## config.mk

```make
export PLATFORM = sky130hd
export DESIGN_NAME = mem_arb
export DESIGN_NICKNAME = d
export VERILOG_FILES = /design/src/rtl/mem_arb_pkg.sv /design/src/rtl/mem_wdog.sv /design/src/rtl/mem_arb.sv
export SDC_FILE = /design/constraint.sdc
export NUM_CORES = 1
export LEC_CHECK = 0
export CORE_AREA = 5 5 98 146
export CTS_CLUSTER_SIZE = 14
export DETAILED_ROUTE_END_ITERATION = 10
export DIE_AREA = 0 0 103 151
export PLACE_DENSITY = 0.91
export SLEW_MARGIN = 25
export SYNTH_ARGS = -nofsm -noshare
export SYNTH_HDL_FRONTEND = slang
export SYNTH_HIERARCHICAL = 1
export SYNTH_SLANG_ARGS = --single-unit
```

## constraint.sdc

```tcl
create_clock -name clock -period 4.51 [get_ports clock]
set_clock_uncertainty 0.2 [all_clocks]
set_input_delay 1.353 -clock clock [delete_from_list [all_inputs] [get_ports clock]]
set_output_delay 1.353 -clock clock [all_outputs]
set_load 0.01 [all_outputs]
```

## src/rtl/mem_arb_pkg.sv

```systemverilog
// Shared types and constants for the ifu/lsu memory arbiter.
// MEM_ARB_TIMEOUT_EN selects the watchdog build; this package is common to both builds.
package mem_arb_pkg;

  typedef enum logic [1:0] {
    IDLE = 2'd0,
    REQ  = 2'd1,
    WAIT = 2'd2,
    RESP = 2'd3
  } state_t;

  typedef enum logic {
    SRC_IFU = 1'b0,
    SRC_LSU = 1'b1
  } src_t;

  localparam logic [31:0] TIMEOUT_DATA = 32'hDEAD_BEEF;

  // Access size encoding, identical to the core's lsu_size field.
  localparam logic [1:0] SIZE_BYTE = 2'b00;
  localparam logic [1:0] SIZE_HALF = 2'b01;
  localparam logic [1:0] SIZE_WORD = 2'b10;

endpackage

```

## src/rtl/mem_wdog.sv

```systemverilog
// Watchdog counter for the arbiter; the module exists only when MEM_ARB_TIMEOUT_EN is defined.
// Counts up while enabled, clear has priority, expired flags LIMIT-1.
`ifdef MEM_ARB_TIMEOUT_EN
module mem_wdog #(
  parameter int LIMIT = 1024
) (
  input  logic clock,
  input  logic reset,
  input  logic clear,
  input  logic enable,
  output logic expired
);

  localparam int CW = (LIMIT > 2) ? $clog2(LIMIT) : 1;

  logic [CW-1:0] count;

  always_ff @(posedge clock) begin
    if (reset)       count <= '0;
    else if (clear)  count <= '0;
    else if (enable && !expired) count <= count + 1'b1;
  end

  assign expired = (count == CW'(LIMIT - 1));

endmodule
`endif

```

## src/rtl/mem_arb.sv

```systemverilog
// Fixed-priority (LSU over IFU) arbiter putting two core memory ports onto one bus,
// single transaction in flight. MEM_ARB_TIMEOUT_EN adds a watchdog and the sticky err output.
//
// state | meaning
// IDLE  | pick a request, latch its fields
// REQ   | mem_reqValid high, fields held until mem_reqReady
// WAIT  | accepted, waiting for mem_respValid
// RESP  | one-cycle respValid pulse to the requester
module mem_arb
  import mem_arb_pkg::*;
#(
  parameter int ADDR_W         = 32,
  parameter int DATA_W         = 32,
  parameter int TIMEOUT_CYCLES = 1024
) (
  input  logic                clock,
  input  logic                reset,
  input  logic                ifu_reqValid,
  input  logic [ADDR_W-1:0]   ifu_addr,
  output logic                ifu_respValid,
  output logic [DATA_W-1:0]   ifu_rdata,
  input  logic                lsu_reqValid,
  input  logic [ADDR_W-1:0]   lsu_addr,
  input  logic [1:0]          lsu_size,
  input  logic                lsu_wen,
  input  logic [DATA_W-1:0]   lsu_wdata,
  input  logic [DATA_W/8-1:0] lsu_wmask,
  output logic                lsu_respValid,
  output logic [DATA_W-1:0]   lsu_rdata,
`ifdef MEM_ARB_TIMEOUT_EN
  output logic                err,
`endif
  output logic                mem_reqValid,
  input  logic                mem_reqReady,
  output logic [ADDR_W-1:0]   mem_addr,
  output logic [1:0]          mem_size,
  output logic                mem_wen,
  output logic [DATA_W-1:0]   mem_wdata,
  output logic [DATA_W/8-1:0] mem_wmask,
  input  logic                mem_respValid,
  input  logic [DATA_W-1:0]   mem_rdata
);

  state_t state, state_next;
  src_t   src;

  logic [ADDR_W-1:0]   req_addr;
  logic [1:0]          req_size;
  logic                req_wen;
  logic [DATA_W-1:0]   req_wdata;
  logic [DATA_W/8-1:0] req_wmask;

  logic timeout_hit;

`ifdef MEM_ARB_TIMEOUT_EN
  logic wdog_clear;
  logic wdog_expired;

  assign wdog_clear = (state == IDLE && state_next == REQ) ||
                      (state == REQ  && state_next == WAIT);

  mem_wdog #(.LIMIT(TIMEOUT_CYCLES)) u_wdog (
    .clock   (clock),
    .reset   (reset),
    .clear   (wdog_clear),
    .enable  (state == REQ || state == WAIT),
    .expired (wdog_expired)
  );

  // Progress in the same cycle always beats the watchdog.
  assign timeout_hit = wdog_expired &&
                       ((state == REQ  && !mem_reqReady) ||
                        (state == WAIT && !mem_respValid));

  always_ff @(posedge clock) begin
    if (reset)            err <= 1'b0;
    else if (timeout_hit) err <= 1'b1;
  end
`else
  logic unused_timeout_cycles;
  assign unused_timeout_cycles = (TIMEOUT_CYCLES != 0);
  assign timeout_hit = 1'b0;
`endif

  always_comb begin
    state_next = state;
    case (state)
      IDLE: if (lsu_reqValid || ifu_reqValid) state_next = REQ;
      REQ: begin
        if (mem_reqReady)     state_next = WAIT;
        else if (timeout_hit) state_next = RESP;
      end
      WAIT: begin
        if (mem_respValid)    state_next = RESP;
        else if (timeout_hit) state_next = RESP;
      end
      RESP:    state_next = IDLE;
      default: state_next = IDLE;
    endcase
  end

  always_ff @(posedge clock) begin
    if (reset) begin
      state     <= IDLE;
      src       <= SRC_IFU;
      req_addr  <= '0;
      req_size  <= '0;
      req_wen   <= 1'b0;
      req_wdata <= '0;
      req_wmask <= '0;
      ifu_rdata <= '0;
      lsu_rdata <= '0;
    end else begin
      state <= state_next;
      if (state == IDLE) begin
        if (lsu_reqValid) begin
          src       <= SRC_LSU;
          req_addr  <= lsu_addr;
          req_size  <= lsu_size;
          req_wen   <= lsu_wen;
          req_wdata <= lsu_wdata;
          req_wmask <= lsu_wmask;
        end else if (ifu_reqValid) begin
          src       <= SRC_IFU;
          req_addr  <= ifu_addr;
          req_size  <= SIZE_WORD;
          req_wen   <= 1'b0;
          req_wdata <= '0;
          req_wmask <= '0;
        end
      end
      if (state == WAIT && mem_respValid) begin
        if (src == SRC_LSU) lsu_rdata <= mem_rdata;
        else                ifu_rdata <= mem_rdata;
      end else if (timeout_hit) begin
        if (src == SRC_LSU) lsu_rdata <= DATA_W'(TIMEOUT_DATA);
        else                ifu_rdata <= DATA_W'(TIMEOUT_DATA);
      end
    end
  end

  assign mem_reqValid  = (state == REQ);
  assign mem_addr      = req_addr;
  assign mem_size      = req_size;
  assign mem_wen       = req_wen;
  assign mem_wdata     = req_wdata;
  assign mem_wmask     = req_wmask;

  assign ifu_respValid = (state == RESP) && (src == SRC_IFU);
  assign lsu_respValid = (state == RESP) && (src == SRC_LSU);

endmodule

```

==> reports/qor.log <==
INFO  power          power=4.42mW
INFO  timing         worst_slew_pin_slew=0.635ns
INFO  global_routing aggregate_global_routing_overflow=0
INFO  min_path       hold_path.class=reg -> reg
INFO  power          share_seq_of_total_power=0.349
INFO  floorplanning  io_count=279
INFO  floorplanning  initial_core_util=0.418
INFO  final_layout   final-seq-area=0.00276mm^2
INFO  critical_path  critical_path.startpoint_type=register
INFO  power          power_frac_clock=0.310
INFO  timing         rsz0062_at_grt=false
INFO  power          p_int=2.99mW
INFO  global_routing grt_pass1_wl=26600um
INFO  critical_path  worstSetupPathType=reg -> out
INFO  critical_path  reg2reg_setup_slack=2.23ns
INFO  final_layout   post_route_cells_drive_above_1_share=0.0831
INFO  place          port_buffers=278
INFO  synthesis      post_synth_instance_area=0.00539mm^2
INFO  timing         report.final.hold_viol_count=0
INFO  critical_path  worstPathRequired=2.96ns
INFO  final_layout   fin_area=0.00879mm^2
INFO  critical_path  setup.worst_path.end_class=primary output
INFO  global_routing grt_antenna_before_repair=0
INFO  synthesis      synth_fp_nets=768
INFO  power          cellLeakagePower=3.18nW
INFO  place          area_post_placement=0.00820mm^2
INFO  routing        routed_wl=17400um
INFO  final_layout   multi_input_area=0.00235mm^2
INFO  global_routing grtUsageMet2=0.391
INFO  synthesis      yosysWarnings=6
INFO  routing        drt_drc_violations_left=0
INFO  synthesis      synth.ff_latch_count=138
INFO  timing         timing.fmax=312MHz
INFO  synthesis      syn-instance-count=623
INFO  synthesis      yosysSeqAreaShare=0.513
INFO  global_routing via_count_of_the_first_global_routing_pass=5377
INFO  cts            cts_max_path_buffers=2
INFO  timing         min_period_over_period=0.710
INFO  routing        vias=5288
INFO  cts            post_cts_setup_repair_bufs=0
INFO  routing        detail-route-antenna-nets=0
INFO  cts            numCtsBuffers=17
INFO  cts            insertion_delay=0.39ns
INFO  routing        detail_route.vias_per_cell=5.04
INFO  floorplanning  fp.dieH=151um
INFO  cts            ctsResizeCount=0
INFO  critical_path  critPathMaxStageDelay=0.56ns
INFO  global_routing largest_net_degree_at_the_start_of_global_routing=68
INFO  power          combinationalPowerShare=0.341
INFO  place          place_hpwl=12700um
INFO  synthesis      synthesis.area_per_instance=8.65um^2
INFO  timing         worst_slack=1.31ns
INFO  floorplanning  die-area=0.0156mm^2
INFO  place          replace_congestion=0.834
INFO  power          vdd_ir_drop_max=0.000330V
INFO  timing         timing.final.setup_violations=0
INFO  timing         worst_hold_slack=0.249ns
INFO  cts            cts_num_sinks=138
INFO  final_layout   n_fill_cell=1005
INFO  timing         period_needed=3.20ns
INFO  critical_path  worst_path_max_delay_cell=sky130_fd_sc_hd__clkdlybuf4s50_1
INFO  cts            post_cts_hold_buffer_count=0
INFO  routing        wire_per_inst=16.6um
INFO  floorplanning  floorplan.core_area=0.0129mm^2
INFO  critical_path  arrival=1.65ns
INFO  critical_path  path_cells=ha_1 -> and2_1 -> clkdlybuf4s50_1
INFO  global_routing grt_usage=0.217
INFO  power          fraction_of_power_spent_switching_nets=0.323
INFO  power          power_density=503mW/mm^2
INFO  floorplanning  std_cell_rows=51
INFO  run            cap_violations=0
INFO  global_routing grt_util_met3=0.0581
INFO  timing         number_of_slew_limit_violations_in_the_final_report=0
INFO  final_layout   areaGrowthSynthToFinish=63.1%
INFO  critical_path  crit_path_max_fanout=4
INFO  cts            cts_tree=yes
INFO  synthesis      synthDistinctLibCells=24
INFO  global_routing top_usage_layer=met2
INFO  power          power_switching=1.43mW
INFO  outcome        status=finished, final reports clean
INFO  cts            cts.clk_slew.worst_paths=0.06ns
INFO  timing         timing.setup.tns=0ns
INFO  final_layout   diodes=0
INFO  global_routing met1_track_demand_over_resource_in_global_routing=0.220
INFO  cts            h-tree-depth=4
INFO  cts            clock-root-buffer=sky130_fd_sc_hd__clkbuf_16
INFO  routing        count_of_routing_violations_after_the_opening_detailed_route_iteration=215
INFO  place          post-place-ws=1.27ns
INFO  timing         maxSlewHeadroom=0.577
INFO  floorplanning  width_of_the_die=103um
INFO  routing        dr.pass1.iters=5
INFO  final_layout   design.final.nets=1022
==> worst max-delay path: cells and delay by family, from the launching register on <==
family / cells / cell delay [ns]
adder cells (fa/ha/maj): 1 / 0.17
buffers and inverters: 1 / 0.56
AND/OR/NAND/NOR: 1 / 0.15
flip-flops: 1 / 0.38
==> worst paths after layout <==
path                                  start                         to  cells past startpoint
setup / recovery      state[0]$_SDFFE_PP0P_              lsu_respValid                      3
hold / removal    mem_wdata[4]$_SDFFE_PP0P_  mem_wdata[4]$_SDFFE_PP0P_                      2
setup reg to reg      state[0]$_SDFFE_PP0P_  mem_addr[24]$_SDFFE_PP0P_                      7
hold reg to reg   mem_wdata[4]$_SDFFE_PP0P_  mem_wdata[4]$_SDFFE_PP0P_                      2
==> cells in the mapped netlist <==
cell                       count  share of area
sky130_fd_sc_hd__a21oi_1     104          0.097
sky130_fd_sc_hd__buf_1         2         0.0014
sky130_fd_sc_hd__and2_1        1         0.0012
sky130_fd_sc_hd__ha_1          4         0.0093
sky130_fd_sc_hd__nand2b_1      4         0.0046
sky130_fd_sc_hd__o21a_1        2         0.0028
sky130_fd_sc_hd__clkbuf_1     18          0.013
sky130_fd_sc_hd__o21ai_1       1        0.00093
sky130_fd_sc_hd__nand2_1     168           0.12
sky130_fd_sc_hd__buf_2        23          0.021
sky130_fd_sc_hd__inv_1         3         0.0021
sky130_fd_sc_hd__nor2b_1       1         0.0012
sky130_fd_sc_hd__and3_1        1         0.0012
sky130_fd_sc_hd__mux2i_1      33          0.061
sky130_fd_sc_hd__and3b_1       1         0.0016
sky130_fd_sc_hd__buf_4        10          0.014
sky130_fd_sc_hd__dfxtp_1     138           0.51
sky130_fd_sc_hd__a211oi_2     30          0.070
sky130_fd_sc_hd__o311a_1       1         0.0019
sky130_fd_sc_hd__nand3_1      39          0.036
sky130_fd_sc_hd__a211oi_1      2         0.0028
sky130_fd_sc_hd__nor2_1       34          0.024
sky130_fd_sc_hd__nand3b_1      2         0.0028
sky130_fd_sc_hd__o21ai_0       1        0.00093
==> layer usage <==
metal / vias up / wire, um
met5: - / 0
met4: 0 / 928
met3: 57 / 1380
met2: 210 / 9060
met1: 2418 / 6040
li1: 2603 / -
==> through the flow <==
| step | std cells | util |
|---|---|---|
| after floorplan | 623 | - |
| after global placement | 1017 | 0.636 |
| after detailed placement | 1017 | 0.636 |
| after CTS | 1049 | 0.682 |
| after global routing | 1049 | 0.682 |
| final | 1049 | 0.682 |
==> cell usage in the layout, fill, tap and decap left out, types with 2 or more instances in the layout <==
master	synthesis	routed
sky130_fd_sc_hd__nand3_1	39	39
sky130_fd_sc_hd__a211oi_2	30	30
sky130_fd_sc_hd__a21oi_1	104	104
sky130_fd_sc_hd__mux2i_1	33	33
sky130_fd_sc_hd__bufinv_16	0	2
sky130_fd_sc_hd__nor2_1	34	34
sky130_fd_sc_hd__a211oi_1	2	2
sky130_fd_sc_hd__nand2b_1	4	4
sky130_fd_sc_hd__clkinv_4	0	2
sky130_fd_sc_hd__clkinv_2	0	2
sky130_fd_sc_hd__clkbuf_16	0	17
sky130_fd_sc_hd__nand2_1	168	168
sky130_fd_sc_hd__inv_6	0	4
sky130_fd_sc_hd__clkbuf_1	18	2
sky130_fd_sc_hd__buf_4	10	10
sky130_fd_sc_hd__clkdlybuf4s50_1	0	276
sky130_fd_sc_hd__clkinvlp_4	0	2
sky130_fd_sc_hd__buf_12	0	2
sky130_fd_sc_hd__inv_1	3	3
sky130_fd_sc_hd__dfxtp_1	138	138
sky130_fd_sc_hd__nand3b_1	2	2
sky130_fd_sc_hd__ha_1	4	4
==> power by group through the flow <==
stage                     Clock (mW)  Sequential (mW)  Combinational (mW)
after CTS                       1.40             1.54                1.53
after global placement             0             1.56                1.48
after floorplan                    0             1.66               0.748
final                           1.37             1.54                1.51
after global routing            1.46             1.57                1.64
after detailed placement           0             1.57                1.52
==> cell families (layout without fill, tap and decap cells) <==
group	count (synthesis)	count (layout)	synth area share
DFF	138	138	0.513
adders and majority gates	4	4	0.00929
and+or+nand+nor	251	251	0.190
AOI/OAI and AO/OA	141	141	0.176
buffers and inverters	56	323	0.0513
muxes	33	33	0.0613
==> final cells by class <==
cell class / instances / area share
inverters: 3 / 0.00128
clock buffers: 20 / 0.0508
multi-input cells: 429 / 0.268
repair buffers: 288 / 0.327
clock inverters: 12 / 0.0157
well taps: 159 / 0.0226
flip-flops and latches: 138 / 0.314
==> sequential cells by signal (all words and copies together), names as in the netlist <==
| name | cells |
|---|---|
| mem_addr | 32 |
| mem_wen | 1 |
| lsu_rdata | 32 |
| mem_wmask | 4 |
| mem_wdata | 32 |
| state | 2 |
| mem_size | 2 |
| ifu_rdata | 32 |
| src | 1 |
No activity file was read; power rests on OpenSTA's default activity.
